**config.mk**
```make
export PLATFORM = sky130hd
export DESIGN_NAME = ex_mem_stage_md
export DESIGN_NICKNAME = d
export VERILOG_FILES = /design/src/rtl/ex_mem_stage_md.sv
export SDC_FILE = /design/constraint.sdc
export NUM_CORES = 1
export LEC_CHECK = 0
export ABC_CLOCK_PERIOD_IN_PS = 5300
export CAP_MARGIN = 20
export CORE_UTILIZATION = 40
export CTS_BUF_LIST = sky130_fd_sc_hd__clkbuf_8
export CTS_CLUSTER_DIAMETER = 50
export DETAILED_ROUTE_END_ITERATION = 10
export SYNTH_ARGS = -nofsm -noshare
export SYNTH_HDL_FRONTEND = slang
export SYNTH_SLANG_ARGS = --single-unit
export TNS_END_PERCENT = 20
```
**constraint.sdc**
```tcl
create_clock -name clk1 -period 5.3 [get_ports clk1]
set_input_delay 1.06 -clock clk1 [delete_from_list [all_inputs] [get_ports clk1]]
set_output_delay 1.06 -clock clk1 [all_outputs]
set_load 0.05 [all_outputs]
```
**src/rtl/ex_mem_stage_md.sv**
```systemverilog
// ex_mem_stage_md: execute stage with operand forwarding, iterative RV32M
// multiply/divide unit and the EX/MEM pipeline register.
//   clk1, rst_n                 clock (rising edge), asynchronous active-low reset
//   id_ex_*                     instruction, class and register operands from ID/EX
//   mem_wb_aluout               MEM/WB forwarding source
//   ex_mem_fw, mem_wb_fw        forwarding selects, [1] for rs1, [0] for rs2
//   op_a, op_b                  forwarded operands to the base ALU
//   alu_res                     base-ALU result for the current op_a/op_b
//   stall, flush                downstream hold, kill of the instruction in EX
//   ex_busy                     MD unit working; upstream holds ID/EX
//   ex_mem_*                    registered valid, instruction, class, result, store data
module ex_mem_stage_md #(
    parameter int XLEN  = 32,
    parameter bit MD_EN = 1'b1
) (
    input  logic            clk1,
    input  logic            rst_n,
    input  logic            id_ex_valid,
    input  logic [31:0]     id_ex_ir,
    input  logic [2:0]      id_ex_type,
    input  logic [XLEN-1:0] id_ex_rs1,
    input  logic [XLEN-1:0] id_ex_rs2,
    input  logic [XLEN-1:0] mem_wb_aluout,
    input  logic [1:0]      ex_mem_fw,
    input  logic [1:0]      mem_wb_fw,
    output logic [XLEN-1:0] op_a,
    output logic [XLEN-1:0] op_b,
    input  logic [XLEN-1:0] alu_res,
    input  logic            stall,
    input  logic            flush,
    output logic            ex_busy,
    output logic            ex_mem_valid,
    output logic [31:0]     ex_mem_ir,
    output logic [2:0]      ex_mem_type,
    output logic [XLEN-1:0] ex_mem_aluout,
    output logic [XLEN-1:0] ex_mem_rs2
);
    typedef enum logic [1:0] {IDLE, BUSY, DONE} state_t;
    localparam int CW = $clog2(XLEN);

    state_t          state;
    logic [CW-1:0]   cnt;
    logic [XLEN-1:0] hi, lo, m, md_rs2;
    logic [31:0]     md_ir;
    logic [2:0]      md_type, f3;
    logic            sa, sb, bz;

    logic            md_op, start, sgn_a, sgn_b, neg_a, neg_b, div_ge;
    logic [XLEN-1:0] abs_a, abs_b, q_f, r_f, md_res;
    logic [XLEN:0]   mul_sum, div_sh, div_rem;
    logic [2*XLEN-1:0] prod_f;

    assign op_a = ex_mem_fw[1] ? ex_mem_aluout : mem_wb_fw[1] ? mem_wb_aluout : id_ex_rs1;
    assign op_b = ex_mem_fw[0] ? ex_mem_aluout : mem_wb_fw[0] ? mem_wb_aluout : id_ex_rs2;

    assign md_op   = MD_EN && id_ex_ir[6:0] == 7'b0110011 && id_ex_ir[31:25] == 7'b0000001;
    assign start   = state == IDLE && id_ex_valid && md_op;
    assign ex_busy = rst_n && !flush && (start || state == BUSY || (state == DONE && stall));

    // The core works on magnitudes; sa/sb remember which operands were negative
    // signed values so the result can be fixed up once the iterations finish.
    assign sgn_a = id_ex_ir[14:12] inside {3'd1, 3'd2, 3'd4, 3'd6};
    assign sgn_b = id_ex_ir[14:12] inside {3'd1, 3'd4, 3'd6};
    assign neg_a = sgn_a && op_a[XLEN-1];
    assign neg_b = sgn_b && op_b[XLEN-1];
    assign abs_a = neg_a ? -op_a : op_a;
    assign abs_b = neg_b ? -op_b : op_b;

    // Multiply: {hi,lo} shifts right, lo starts as the multiplier.
    // Divide: {hi,lo} shifts left, lo starts as the dividend and collects quotient bits.
    assign mul_sum = {1'b0, hi} + (lo[0] ? {1'b0, m} : '0);
    assign div_sh  = {hi, lo[XLEN-1]};
    assign div_ge  = div_sh >= {1'b0, m};
    assign div_rem = div_ge ? div_sh - {1'b0, m} : div_sh;

    // Divide by zero keeps the all-ones quotient unnegated; the overflow case
    // needs no special handling since the magnitude quotient wraps to the dividend.
    assign prod_f = (sa ^ sb) ? -{hi, lo} : {hi, lo};
    assign q_f    = (sa ^ sb && !bz) ? -lo : lo;
    assign r_f    = sa ? -hi : hi;
    assign md_res = f3 == 3'd0 ? prod_f[XLEN-1:0] : !f3[2] ? prod_f[2*XLEN-1:XLEN] : !f3[1] ? q_f : r_f;

    always_ff @(posedge clk1 or negedge rst_n) begin
        if (!rst_n) begin
            state         <= IDLE;
            cnt           <= '0;
            hi            <= '0;
            lo            <= '0;
            m             <= '0;
            md_rs2        <= '0;
            md_ir         <= '0;
            md_type       <= '0;
            f3            <= '0;
            sa            <= 1'b0;
            sb            <= 1'b0;
            bz            <= 1'b0;
            ex_mem_valid  <= 1'b0;
            ex_mem_ir     <= '0;
            ex_mem_type   <= '0;
            ex_mem_aluout <= '0;
            ex_mem_rs2    <= '0;
        end else if (flush) begin
            state        <= IDLE;
            ex_mem_valid <= 1'b0;
        end else begin
            if (start) begin
                state   <= BUSY;
                cnt     <= '0;
                hi      <= '0;
                lo      <= id_ex_ir[14] ? abs_a : abs_b;
                m       <= id_ex_ir[14] ? abs_b : abs_a;
                f3      <= id_ex_ir[14:12];
                sa      <= neg_a;
                sb      <= neg_b;
                bz      <= op_b == '0;
                md_ir   <= id_ex_ir;
                md_type <= id_ex_type;
                md_rs2  <= op_b;
            end else if (state == BUSY) begin
                cnt <= cnt + 1'b1;
                if (cnt == CW'(XLEN - 1))
                    state <= DONE;
                if (f3[2]) begin
                    hi <= div_rem[XLEN-1:0];
                    lo <= {lo[XLEN-2:0], div_ge};
                end else begin
                    hi <= mul_sum[XLEN:1];
                    lo <= {mul_sum[0], lo[XLEN-1:1]};
                end
            end else if (state == DONE && !stall) begin
                state <= IDLE;
            end
            if (!stall) begin
                if (state == DONE) begin
                    ex_mem_valid  <= 1'b1;
                    ex_mem_ir     <= md_ir;
                    ex_mem_type   <= md_type;
                    ex_mem_aluout <= md_res;
                    ex_mem_rs2    <= md_rs2;
                end else if (state == IDLE && id_ex_valid && !md_op) begin
                    ex_mem_valid  <= 1'b1;
                    ex_mem_ir     <= id_ex_ir;
                    ex_mem_type   <= id_ex_type;
                    ex_mem_aluout <= alu_res;
                    ex_mem_rs2    <= op_b;
                end else begin
                    ex_mem_valid <= 1'b0;
                end
            end
        end
    end
endmodule

```
==> results.cfg <==
[power_and_ir_drop]
pwr-share-comb_pct = 34.5
p_leak_nw = 11.9
peakVddDrop_mv = 0.202
p_int_mw = 4.41
swShare_pct = 40.4
p_seq_share_pct = 34.0
pwr-share-clk_pct = 31.5
powerDensity_nw_per_um2 = 272
switchingPower_mw = 2.98

[detailed_routing]
wl_per_cell_um = 23.1
route.met3.wl_um = 5810
met1_length_um = 36800
num_vias = 22663
top_layer_used = met5
ant_nets = 0
wirelength_um = 89700
dr.pass1.iters = 5
avgViaCountPerCell = 5.82
drcViolationCount = 0
dr_wl_met2_um = 43100
drt-initial-drc-count = 1958

[clocking]
clk_latency_ns = 0.68
cts_sinks = 273
cts_resized = 0
htreeDepth = 2
cts_tree = yes
cts_max_path_buffers = 3
post_cts_buffers = 0
clk_pin_slew_ns = 0.06
cts-buffers-inserted = 54
cts-root-buf = clkbuf_8
hold_buffers = 0

[min_path]
hold_path.class = in2async

[timing]
clock-skew-final_ns = 0.0303
rsz0062_at_grt = no
slew_headroom_pct = 30.6
finalHoldViolCount = 0
max_clock_freq_ghz = 0.215
slew_viol_final = 0
fin_setup_tns_ns = 0
fin_crit_sh_pct = 87.6
setup_violations = 0
period_minus_slack_ns = 4.64
layout_setup_ws_ns = 0.659
tightest_slew_ns = 1.04

[logic_synthesis]
syn-cell-area_um2 = 22300
synth_seq_cells = 273
synth.distinct_cells = 91
synth_fp_nets = 3133
avgSynthCellArea_um2 = 7.71
syn_inst = 2889
yosysSeqAreaShare_pct = 30.7
synth-async-reset-ratio_pct = 100
synth_edf_count = 0
ys_warn_count = 0
synthFlopType = dfrtp_1

[worst_setup_path]
crit_path_start_kind = primary input
criticalPathCategory = in2out
path_max_fanout = 21
reg2reg_from = lo[0]
critPathRequiredTime_ns = 4.24
crit_arrival_ns = 3.58
cp-end-kind = primary output
crit_start = mem_wb_fw[0]

[placement]
pre_cts_slack_ns = 0.707
hpwlAfterDp_um = 67600
port_buffers = 336
gp_congestion = 0.969
place_inst = 3790

[die]
rows = 86
die_x_um = 238
die_h_um = 238
io_pins = 337
start_util_pct = 40.4
core_um2 = 55100
dieArea_um2 = 56600

[flow_run]
drv_cap = 0

[final_layout]
final_layout_size_suffix_gt1_share_pct = 7.10
layout_commonest_cell = nand2_1
nets = 3342
final_cell_mix = 493 x nand2_1, 329 x clkdlybuf4s50_1, 289 x nor2_1, 271 x dfrtp_1, 195 x a21oi_1
final_cells = 3891
area_delta_synth_final_pct = 22.1

[global_routing]
gr-usage-all-layers_pct = 31.1
grt_pass1_vias = 21867
grt_max_degree = 142
grt_overflow = 0
antenna_found_initial = 7
grt_pass1_wl_um = 135000

[run_status]
status = completed
==> per-layer routing <==
metal | GRT usage [%] | up-vias
li1 | - | 10571
met1 | 39.6 | 11100
met2 | 51.6 | 829
met3 | 4.79 | 161
met4 | 14.3 | 2
met5 | 0 | -
==> synth_stat cells, drive strengths merged (36+ instances only) <==
| cell type | instances | area share, % |
|---|---|---|
| o21ai | 223 | 5.1 |
| clkbuf | 177 | 3.0 |
| dfrtp | 273 | 31 |
| xor2 | 102 | 4.0 |
| nand3 | 64 | 1.5 |
| xnor2 | 132 | 5.2 |
| a21oi | 199 | 4.5 |
| a21o | 36 | 1.2 |
| nor3 | 49 | 1.3 |
| nand2 | 493 | 8.3 |
| ha | 70 | 3.9 |
| o221ai | 48 | 1.9 |
| inv | 84 | 1.4 |
| o211ai | 36 | 1.2 |
| buf | 57 | 1.6 |
| a31oi | 100 | 2.8 |
| nor2 | 294 | 5.0 |
| mux2i | 108 | 4.9 |
==> critical path, cell delays in order <==
cell and delay (ns):
buf_2 0.52, buf_4 0.38, mux2i_1 0.11, o21ai_1 0.54, clkdlybuf4s50_1 0.93
==> stage by stage <==
stage,instance area [µm²],util [%],hold slack (ns),power (mW)
final,27200,49.3,0.331,7.39
after detailed placement,26000,47.2,0.452,5.08
after CTS,27200,49.3,0.333,7.42
after floorplan,22300,-,0.435,4.08
after global placement,26000,47.2,0.452,5.06
after global routing,27200,49.3,0.364,7.67
==> layout make-up <==
type                       count  area (µm²)
antenna                        4        10.0
inverter                      84         315
fill                        5505       27900
multi-input combinational   2298       14200
clock inverter                32         254
clock buffer                  65         895
tap                          748         936
timing repair buffer         387        3770
sequential                   273        6840
==> path summary, 6_finish.rpt <==
path / to / slack [ns] / cells after the start
max: op_b[19] / 0.66 / 5
min: ex_mem_rs2[26] / 0.33 / 1
max reg2reg: hi[31] / 0.96 / 14
min reg2reg: md_ir[1] / 0.47 / 1
max in group asynchronous: md_ir[13] / 3.55 / 2
min in group clk1: md_ir[1] / 0.47 / 1
==> flip-flops by register name (all words and copies together), names as in the netlist, 2 cells and up <==
signal,flops
md_type,3
ex_mem_ir,32
state,2
cnt,5
lo,32
hi,32
md_ir,32
ex_mem_aluout,32
md_rs2,32
m,32
ex_mem_type,3
ex_mem_rs2,32
==> cells by family (layout without fill, tap and decap cells) <==
family	count (synthesis)	after routing	synth area share [%]
and+or+nand+nor	1098	1098	22.6
DFF	273	273	30.7
xor gates and xnor gates	234	234	9.20
other	0	4	0
AOI/OAI and AO/OA	771	771	21.7
muxes	123	123	5.72
adders and majority gates	72	72	4.11
buffers and inverters	318	568	5.96
==> power groups by stage <==
stage	clock network, mW	registers (mW)	logic [mW]
floorplan	0	2.89	1.19
global placement	0	2.54	2.52
detailed placement	0	2.54	2.53
CTS	2.37	2.51	2.55
global route	2.45	2.53	2.70
finish	2.33	2.51	2.55
Power figures use the tool's default switching activity.
